==> config.mk <==
export PLATFORM = sky130hd
export DESIGN_NAME = board_word_entry_flat
export DESIGN_NICKNAME = d
export VERILOG_FILES = /design/src/rtl/board_word_entry_if.sv /design/src/rtl/board_word_entry.sv /design/src/flat_wrapper.sv
export SDC_FILE = /design/constraint.sdc
export NUM_CORES = 1
export LEC_CHECK = 0
export BUFFER_PORTS_ARGS = -buffer_cell sky130_fd_sc_hd__clkbuf_2
export CORE_ASPECT_RATIO = 1.75
export CORE_MARGIN = 4
export CORE_UTILIZATION = 30
export CTS_CLUSTER_SIZE = 25
export DETAILED_ROUTE_END_ITERATION = 6
export GPL_ROUTABILITY_DRIVEN = 0
export PLACE_DENSITY = 0.53
export SYNTH_ARGS = -nofsm -noshare
export SYNTH_HDL_FRONTEND = slang
export SYNTH_SLANG_ARGS = --single-unit
==> constraint.sdc <==
create_clock -name clk -period 2.8 [get_ports clk]
set_input_delay 0.42 -clock clk [delete_from_list [all_inputs] [get_ports clk]]
set_output_delay 0.42 -clock clk [all_outputs]
set_load 0.005 [all_outputs]
==> src/rtl/board_word_entry_if.sv <==
// board_word_entry_if: assembled-word valid/ready handshake towards the CPU side.
interface board_word_entry_if;
    logic [31:0] word;
    logic        word_valid;
    logic        word_ready;
    modport master (output word, word_valid, input word_ready);
    modport slave (input word, word_valid, output word_ready);
endinterface

==> src/rtl/board_word_entry.sv <==
// board_word_entry: debounced switch/button byte entry assembling 32-bit words for the CPU.
module board_word_entry #(
    parameter int DEBOUNCE_CYCLES = 100000,
    parameter int CNT_W = 17
) (
    input  logic               clk,
    input  logic               rst,
    input  logic [7:0]         sw,
    input  logic               btn_load,
    input  logic               btn_clr,
    output logic [1:0]         byte_idx,
    output logic               busy,
    board_word_entry_if.master out
);
    typedef enum logic {COLLECT, HOLD} state_t;
    localparam logic [CNT_W-1:0] LAST = CNT_W'(DEBOUNCE_CYCLES - 1);
    logic [1:0] s1, s2, deb, ev;
    logic [CNT_W-1:0] cnt [2];
    logic ld, clr;
    state_t state, state_n;
    logic [31:0] shadow, shadow_n, word_n;
    logic [1:0] idx_n;
    // bit 0 = load button, bit 1 = clear button
    always_ff @(posedge clk) begin
        if (rst) begin
            s1 <= '0;
            s2 <= '0;
            deb <= '0;
            cnt <= '{default: '0};
        end else begin
            s1 <= {btn_clr, btn_load};
            s2 <= s1;
            for (int i = 0; i < 2; i++) begin
                if (s2[i] == deb[i]) cnt[i] <= '0;
                else if (cnt[i] == LAST) begin
                    cnt[i] <= '0;
                    deb[i] <= s2[i];
                end else cnt[i] <= cnt[i] + 1'b1;
            end
        end
    end
    // the press event coincides with the edge that raises the debounced level
    always_comb begin
        ev = '0;
        for (int i = 0; i < 2; i++) ev[i] = s2[i] & ~deb[i] & (cnt[i] == LAST);
    end
    assign ld = ev[0];
    assign clr = ev[1];
    always_comb begin
        state_n = state;
        idx_n = byte_idx;
        shadow_n = shadow;
        word_n = out.word;
        if (state == HOLD) begin
            if (out.word_ready || clr) state_n = COLLECT;
        end else if (clr) begin
            shadow_n = '0;
            idx_n = '0;
        end else if (ld) begin
            shadow_n[{byte_idx, 3'b000} +: 8] = sw;
            idx_n = byte_idx + 2'd1;
            if (byte_idx == 2'd3) begin
                word_n = {sw, shadow[23:0]};
                state_n = HOLD;
            end
        end
    end
    always_ff @(posedge clk) begin
        if (rst) begin
            state <= COLLECT;
            byte_idx <= '0;
            shadow <= '0;
            out.word <= '0;
        end else begin
            state <= state_n;
            byte_idx <= idx_n;
            shadow <= shadow_n;
            out.word <= word_n;
        end
    end
    assign out.word_valid = (state == HOLD);
    assign busy = |byte_idx;
endmodule

==> src/flat_wrapper.sv <==
// flat-port wrapper written by rule: the top's interface ports become plain ports
module board_word_entry_flat 
#(
    parameter int DEBOUNCE_CYCLES = 100000,
    parameter int CNT_W = 17
)
  (clk, rst, sw, btn_load, btn_clr, byte_idx, busy, out_word, out_word_valid, out_word_ready);
  board_word_entry_if out_i ();
  input  logic clk;
  input  logic rst;
  input  logic [7:0] sw;
  input  logic btn_load;
  input  logic btn_clr;
  output logic [1:0] byte_idx;
  output logic busy;
  output wire logic [$bits(out_i.word)-1:0] out_word;
  output wire logic [$bits(out_i.word_valid)-1:0] out_word_valid;
  input wire logic [$bits(out_i.word_ready)-1:0] out_word_ready;
  assign out_word = out_i.word;
  assign out_word_valid = out_i.word_valid;
  assign out_i.word_ready = out_word_ready;
  board_word_entry #(.DEBOUNCE_CYCLES(DEBOUNCE_CYCLES), .CNT_W(CNT_W)) u_core (.clk(clk), .rst(rst), .sw(sw), .btn_load(btn_load), .btn_clr(btn_clr), .byte_idx(byte_idx), .busy(busy), .out(out_i));
endmodule
Word level (Yosys, flattened, before mapping)
Index checks and enable logic that the tools add are counted.
W data, S select, Z words.
{"block": "op_classes", "add_sub_neg": 4, "eq_ne": 5, "shifts": 2, "muxes": 10, "n_bitwise": 10, "n_reduce_logical": 9}
{"cell": "$mux W32", "count": 2}
{"cell": "$add A17 B1 Y17 const B", "count": 2}
{"cell": "$eq A17 B17 Y1 const B", "count": 2}
{"cell": "$bwmux W32", "count": 1}
{"cell": "$shift A8 B7 Y32 const A", "count": 1}
{"cell": "$shiftx A8 B7 Y32", "count": 1}
{"cell": "$neg A5 Y7", "count": 1}
{"cell": "$not A1 Y1", "count": 6}
{"cell": "$reduce_and A2 Y1", "count": 3}
{"cell": "$reduce_or A3 Y1", "count": 2}
{"cell": "$mux W1", "count": 5}
{"cell": "$and A1 B1 Y1", "count": 4}
{"cell": "$mux W2", "count": 2}
{"cell": "$reduce_and A4 Y1", "count": 1}
{"cell": "$add A2 B1 Y2 const B", "count": 1}
{"cell": "$eq A1 B1 Y1", "count": 2}
{"cell": "$eq A2 B2 Y1 const B", "count": 1}
{"cell": "$reduce_bool A2 Y1", "count": 1}
{"cell": "$reduce_or A2 Y1", "count": 1}
{"cell": "$logic_or A1 B1 Y1", "count": 1}
{"block": "word_totals", "regBits": 107, "inputBits": 13, "out_inout_bits": 36, "word_cells": 50}

Depth between registers and ports, before layout
{"block": "depth", "depth_word": 6, "mapped_depth": 7, "ltp_nobuf": 6}

Worst setup path after synthesis
No wires, ideal clock.
{"block": "synth_path", "kind": "register to register", "from": "reg u_core.byte_idx[0]", "to": "reg u_core.shadow[16]", "t_arrival_ps": 1936, "required_time_ps": 2722, "path_slack_ps": 787, "path_stages_with_launch": 7, "period_less_slack_ps": 2013, "path_cell_list": "dfxtp_1 -> inv_1 -> ha_1 -> or4bb_1 -> nor3b_1 -> o211ai_1 -> o22ai_1"}
{"block": "synth_via", "elab_chain_len": 5}
{"item": "start: declaration", "line": "board_word_entry.sv:11", "text": "output logic [1:0] byte_idx,"}
{"item": "start signal: assignment", "line": "board_word_entry.sv:76", "text": "byte_idx <= idx_n;"}
{"item": "$neg A5 Y7 (*)", "line": "board_word_entry.sv:60", "text": "shadow_n[{byte_idx, 3'b000} +: 8] = sw;"}
{"item": "$shiftx A8 B7 Y32 or $shift A8 B7 Y32 (tied branches)", "line": "board_word_entry.sv:60"}
{"item": "$bwmux W32 (*)", "line": "board_word_entry.sv:60"}
{"item": "$mux W32 (*)", "line": "board_word_entry.sv:59", "text": "end else if (ld) begin"}
{"item": "$mux W32 (*)", "line": "board_word_entry.sv:56", "text": "end else if (clr) begin"}
{"item": "end signal: assignment", "line": "board_word_entry.sv:77", "text": "shadow <= shadow_n;"}
{"item": "end: declaration", "line": "board_word_entry.sv:21", "text": "logic [31:0] shadow, shadow_n, word_n;"}
Mark *: on every way between the ends. The rest lies on a longest branch, timed or not. The select of a mux whose other input is x is not followed.
A chain may end at the register's enable or synchronous reset.

Worst setup path after layout
{"block": "layout_path", "from": "reg u_core.byte_idx[0]", "to": "reg u_core.shadow[21]"}
The elaborated chain is that of the path after synthesis.

==> impl_metrics.env <==
export IMPL_outcome="finished clean"
export IMPL_netlist_cell_type_count=43
export IMPL_final_cell_area_mm2=0.004922
export IMPL_fin_worst_skew_ns=0.01040
export IMPL_critical_path_cell_chain="inv_1 > ha_1 > or4bb_1 > nor3b_1 > o211ai_1 > o22ai_1"
export IMPL_synth_top_cell_by_area="dfxtp_1"
export IMPL_cp_max_fo=8
export IMPL_htreeDepth=3
export IMPL_leakage_nw=1.898
export IMPL_ant_nets=0
export IMPL_utilization=0.3558
export IMPL_grt_usage=0.1306
export IMPL_hold_class="in2reg"
export IMPL_max_cap_violations=0
export IMPL_clock_sinks=99
export IMPL_port_buffers=48
export IMPL_grt_max_degree=77
export IMPL_crit_path_start_kind="register"
export IMPL_root_buffer="clkbuf_16"
export IMPL_rows=57
export IMPL_p_int_mw=2.082
export IMPL_max_stage_delay_ns=0.51
export IMPL_setup_tns_ns=0
export IMPL_synth_edf_count=0
export IMPL_share_comb_of_total_power=0.025
export IMPL_grt_pass1_wl_um=16560
export IMPL_syn_area_per_cell_um2=9.834
export IMPL_p_seq_frac=0.536
export IMPL_insertion_delay_ns=0.34
export IMPL_layout_cells_non_filler=660
export IMPL_nNetsFinal=501
export IMPL_ys_seq_area_frac=0.4709
export IMPL_netSwitchingFraction=0.2101
export IMPL_path_clk_slew_ns=0.06
export IMPL_dieArea_mm2=0.01606
export IMPL_hpwl_um=7606
export IMPL_die_x_um=97.54
export IMPL_max_freq_mhz=419.7
export IMPL_dr_pass1_iters=4
export IMPL_cts_buffers_inserted=9
export IMPL_min_period_ns=2.383
export IMPL_rsz0062_at_grt="false"
export IMPL_nFillCells=1484
export IMPL_synth_top_area_frac=0.4709
export IMPL_drt_initial_drc_count=141
export IMPL_dp_cells=645
export IMPL_via_count=3212
export IMPL_wl_um=10100
export IMPL_clk_path_buf_depth=2
export IMPL_max_slew_margin=0.5380
export IMPL_synth_ff_type="dfxtp_1"
export IMPL_ys_ff_latch=99
export IMPL_drive_above_1_share=0.1760
export IMPL_cp_required_ns=3.05
export IMPL_crit_arrival_ns=2.64
export IMPL_post_cts_setup_buffer_count=0
export IMPL_drc=0
export IMPL_worst_pin_slew_ns=0.6930
export IMPL_synthToLayoutAreaGrowth_pct=16.94
export IMPL_maxSlewViolCount=0
export IMPL_placed_area_mm2=0.004643
export IMPL_synth_fp_nets=450
export IMPL_critPathKind="reg2reg"
export IMPL_critPathSlowestCell="or4bb_1"
export IMPL_netSwitchingPower_mw=0.5537
export IMPL_synth_top_cells_by_area="dfxtp_1 47%, nand2b_1 9.8%, mux2i_1 7.8%"
export IMPL_io_pins=49
export IMPL_clockPowerShare=0.439
export IMPL_chipHeight_um=164.7
export IMPL_totalPowerFinal_mw=2.636
export IMPL_syn_inst=428
export IMPL_fin_crit_sh=0.8509
export IMPL_post_place_ws_ns=0.4630
export IMPL_overflow=0
export IMPL_syn_area_mm2=0.004209
export IMPL_start_util=0.3042
export IMPL_worst_slack_ns=0.4175
export IMPL_wl_per_cell_um=15.31
export IMPL_synthArstFlopShare=0
export IMPL_cp_end_kind="register"
export IMPL_core_mm2=0.01384
export IMPL_grt_pass1_vias=3233
export IMPL_holdWs_ns=0.3042
export IMPL_ys_warn_count=0
export IMPL_cts_resized=0
export IMPL_vias_per_cell=4.867
export IMPL_diodes=0
export IMPL_cts_hold_buffers=0
export IMPL_final_setup_viol_count=0
export IMPL_power_density_mw_per_mm2=535.5
export IMPL_antenna_found_initial=0
export IMPL_peakVddDrop_uv=303.1
export IMPL_cts_tree="built"
export IMPL_hold_viol=0
==> critical path, delay by kind of cell, from the launching register on <==
kind | cells | cell delay (ns)
AO/OA/AOI/OAI | 2 | 0.59
adder cells (fa/ha/maj) | 1 | 0.33
buffers and inverters | 1 | 0.15
flip-flops | 1 | 0.48
AND/OR/NAND/NOR | 2 | 0.74
==> path summary, 6_finish.rpt <==
path / startpoint / endpoint / slack [ns] / depth (start not counted)
hold / removal: btn_clr / u_core.s1[1] / 0.30 / 2
setup / recovery: u_core.byte_idx[0] / u_core.shadow[21] / 0.42 / 6
setup reg to reg: u_core.byte_idx[0] / u_core.shadow[21] / 0.42 / 6
hold reg to reg: u_core.s1[1] / u_core.s2[1] / 0.44 / 1
==> registers in the layout, indices dropped and copies added, names as in the netlist <==
signal                 count
u_core.out.word_valid      1
u_core.s2                  2
u_core.cnt                34
u_core.byte_idx            2
u_core.deb                 2
u_core.out.word           32
u_core.shadow             24
u_core.s1                  2
==> routing by layer <==
metal / routed length [um] / part of all wire / GRT usage
met1: 3887 / 0.38 / 0.1305
met2: 5636 / 0.56 / 0.2523
met3: 256 / 0.025 / 0.02790
met4: 324 / 0.032 / 0.06364
met5: 0 / 0 / 0
==> cell usage in the layout, fill, tap and decap left out, types with 9 or more instances in the layout <==
master | Yosys | layout
clkbuf_16 | 0 | 9
clkbuf_2 | 0 | 48
dfxtp_1 | 99 | 99
ha_1 | 9 | 9
inv_1 | 11 | 11
mux2i_1 | 33 | 33
nand2_1 | 14 | 14
nand2b_1 | 66 | 66
nand3_1 | 12 | 12
nand4_1 | 11 | 11
nor2_1 | 36 | 36
o22ai_1 | 27 | 27
xnor2_1 | 18 | 18
==> synth_stat cells (all sizes together), types with 5 or more instances <==
| cell type | number |
|---|---|
| dfxtp | 99 |
| nand2b | 66 |
| nor2 | 36 |
| mux2i | 33 |
| o22ai | 27 |
| xnor2 | 18 |
| nand2 | 14 |
| nand3 | 13 |
| nand4 | 12 |
| clkbuf | 11 |
| inv | 11 |
| ha | 9 |
| nor4 | 8 |
| xor2 | 8 |
| nor2b | 7 |
| a21oi | 6 |
| nor3 | 6 |
| buf | 5 |
==> final cells by class <==
| cell class | instances | area [um2] | share of cell area |
|---|---|---|---|
| multi-input combinational | 302 | 2098 | 0.4263 |
| sequential | 99 | 1982 | 0.4026 |
| tap | 177 | 221.5 | 0.04499 |
| clock inverter | 4 | 26.28 | 0.005338 |
| inverter | 11 | 41.29 | 0.008388 |
| timing repair buffer | 56 | 300.3 | 0.06101 |
| clock buffer | 11 | 252.7 | 0.05135 |
==> power by group through the flow <==
stage,logic (mW),clock network [mW],registers (mW)
after floorplan,0.0412,0,1.44
after global placement,0.0673,0,1.44
after detailed placement,0.0677,0,1.44
after CTS,0.0681,1.20,1.41
after global routing,0.0725,1.25,1.41
final,0.0662,1.16,1.41
==> kinds of logic (layout without fill, tap and decap cells) <==
logic type / Yosys count / in the layout / share of synthesized area
AOI/OAI and AO/OA: 48 / 48 / 0.07759
xor gates and xnor gates: 26 / 26 / 0.05410
muxes: 33 / 33 / 0.07848
DFF: 99 / 99 / 0.4709
and+or+nand+nor: 186 / 186 / 0.2616
buffers and inverters: 27 / 82 / 0.03062
adders and majority gates: 9 / 9 / 0.02675
(Power assumes the default switching activity.)
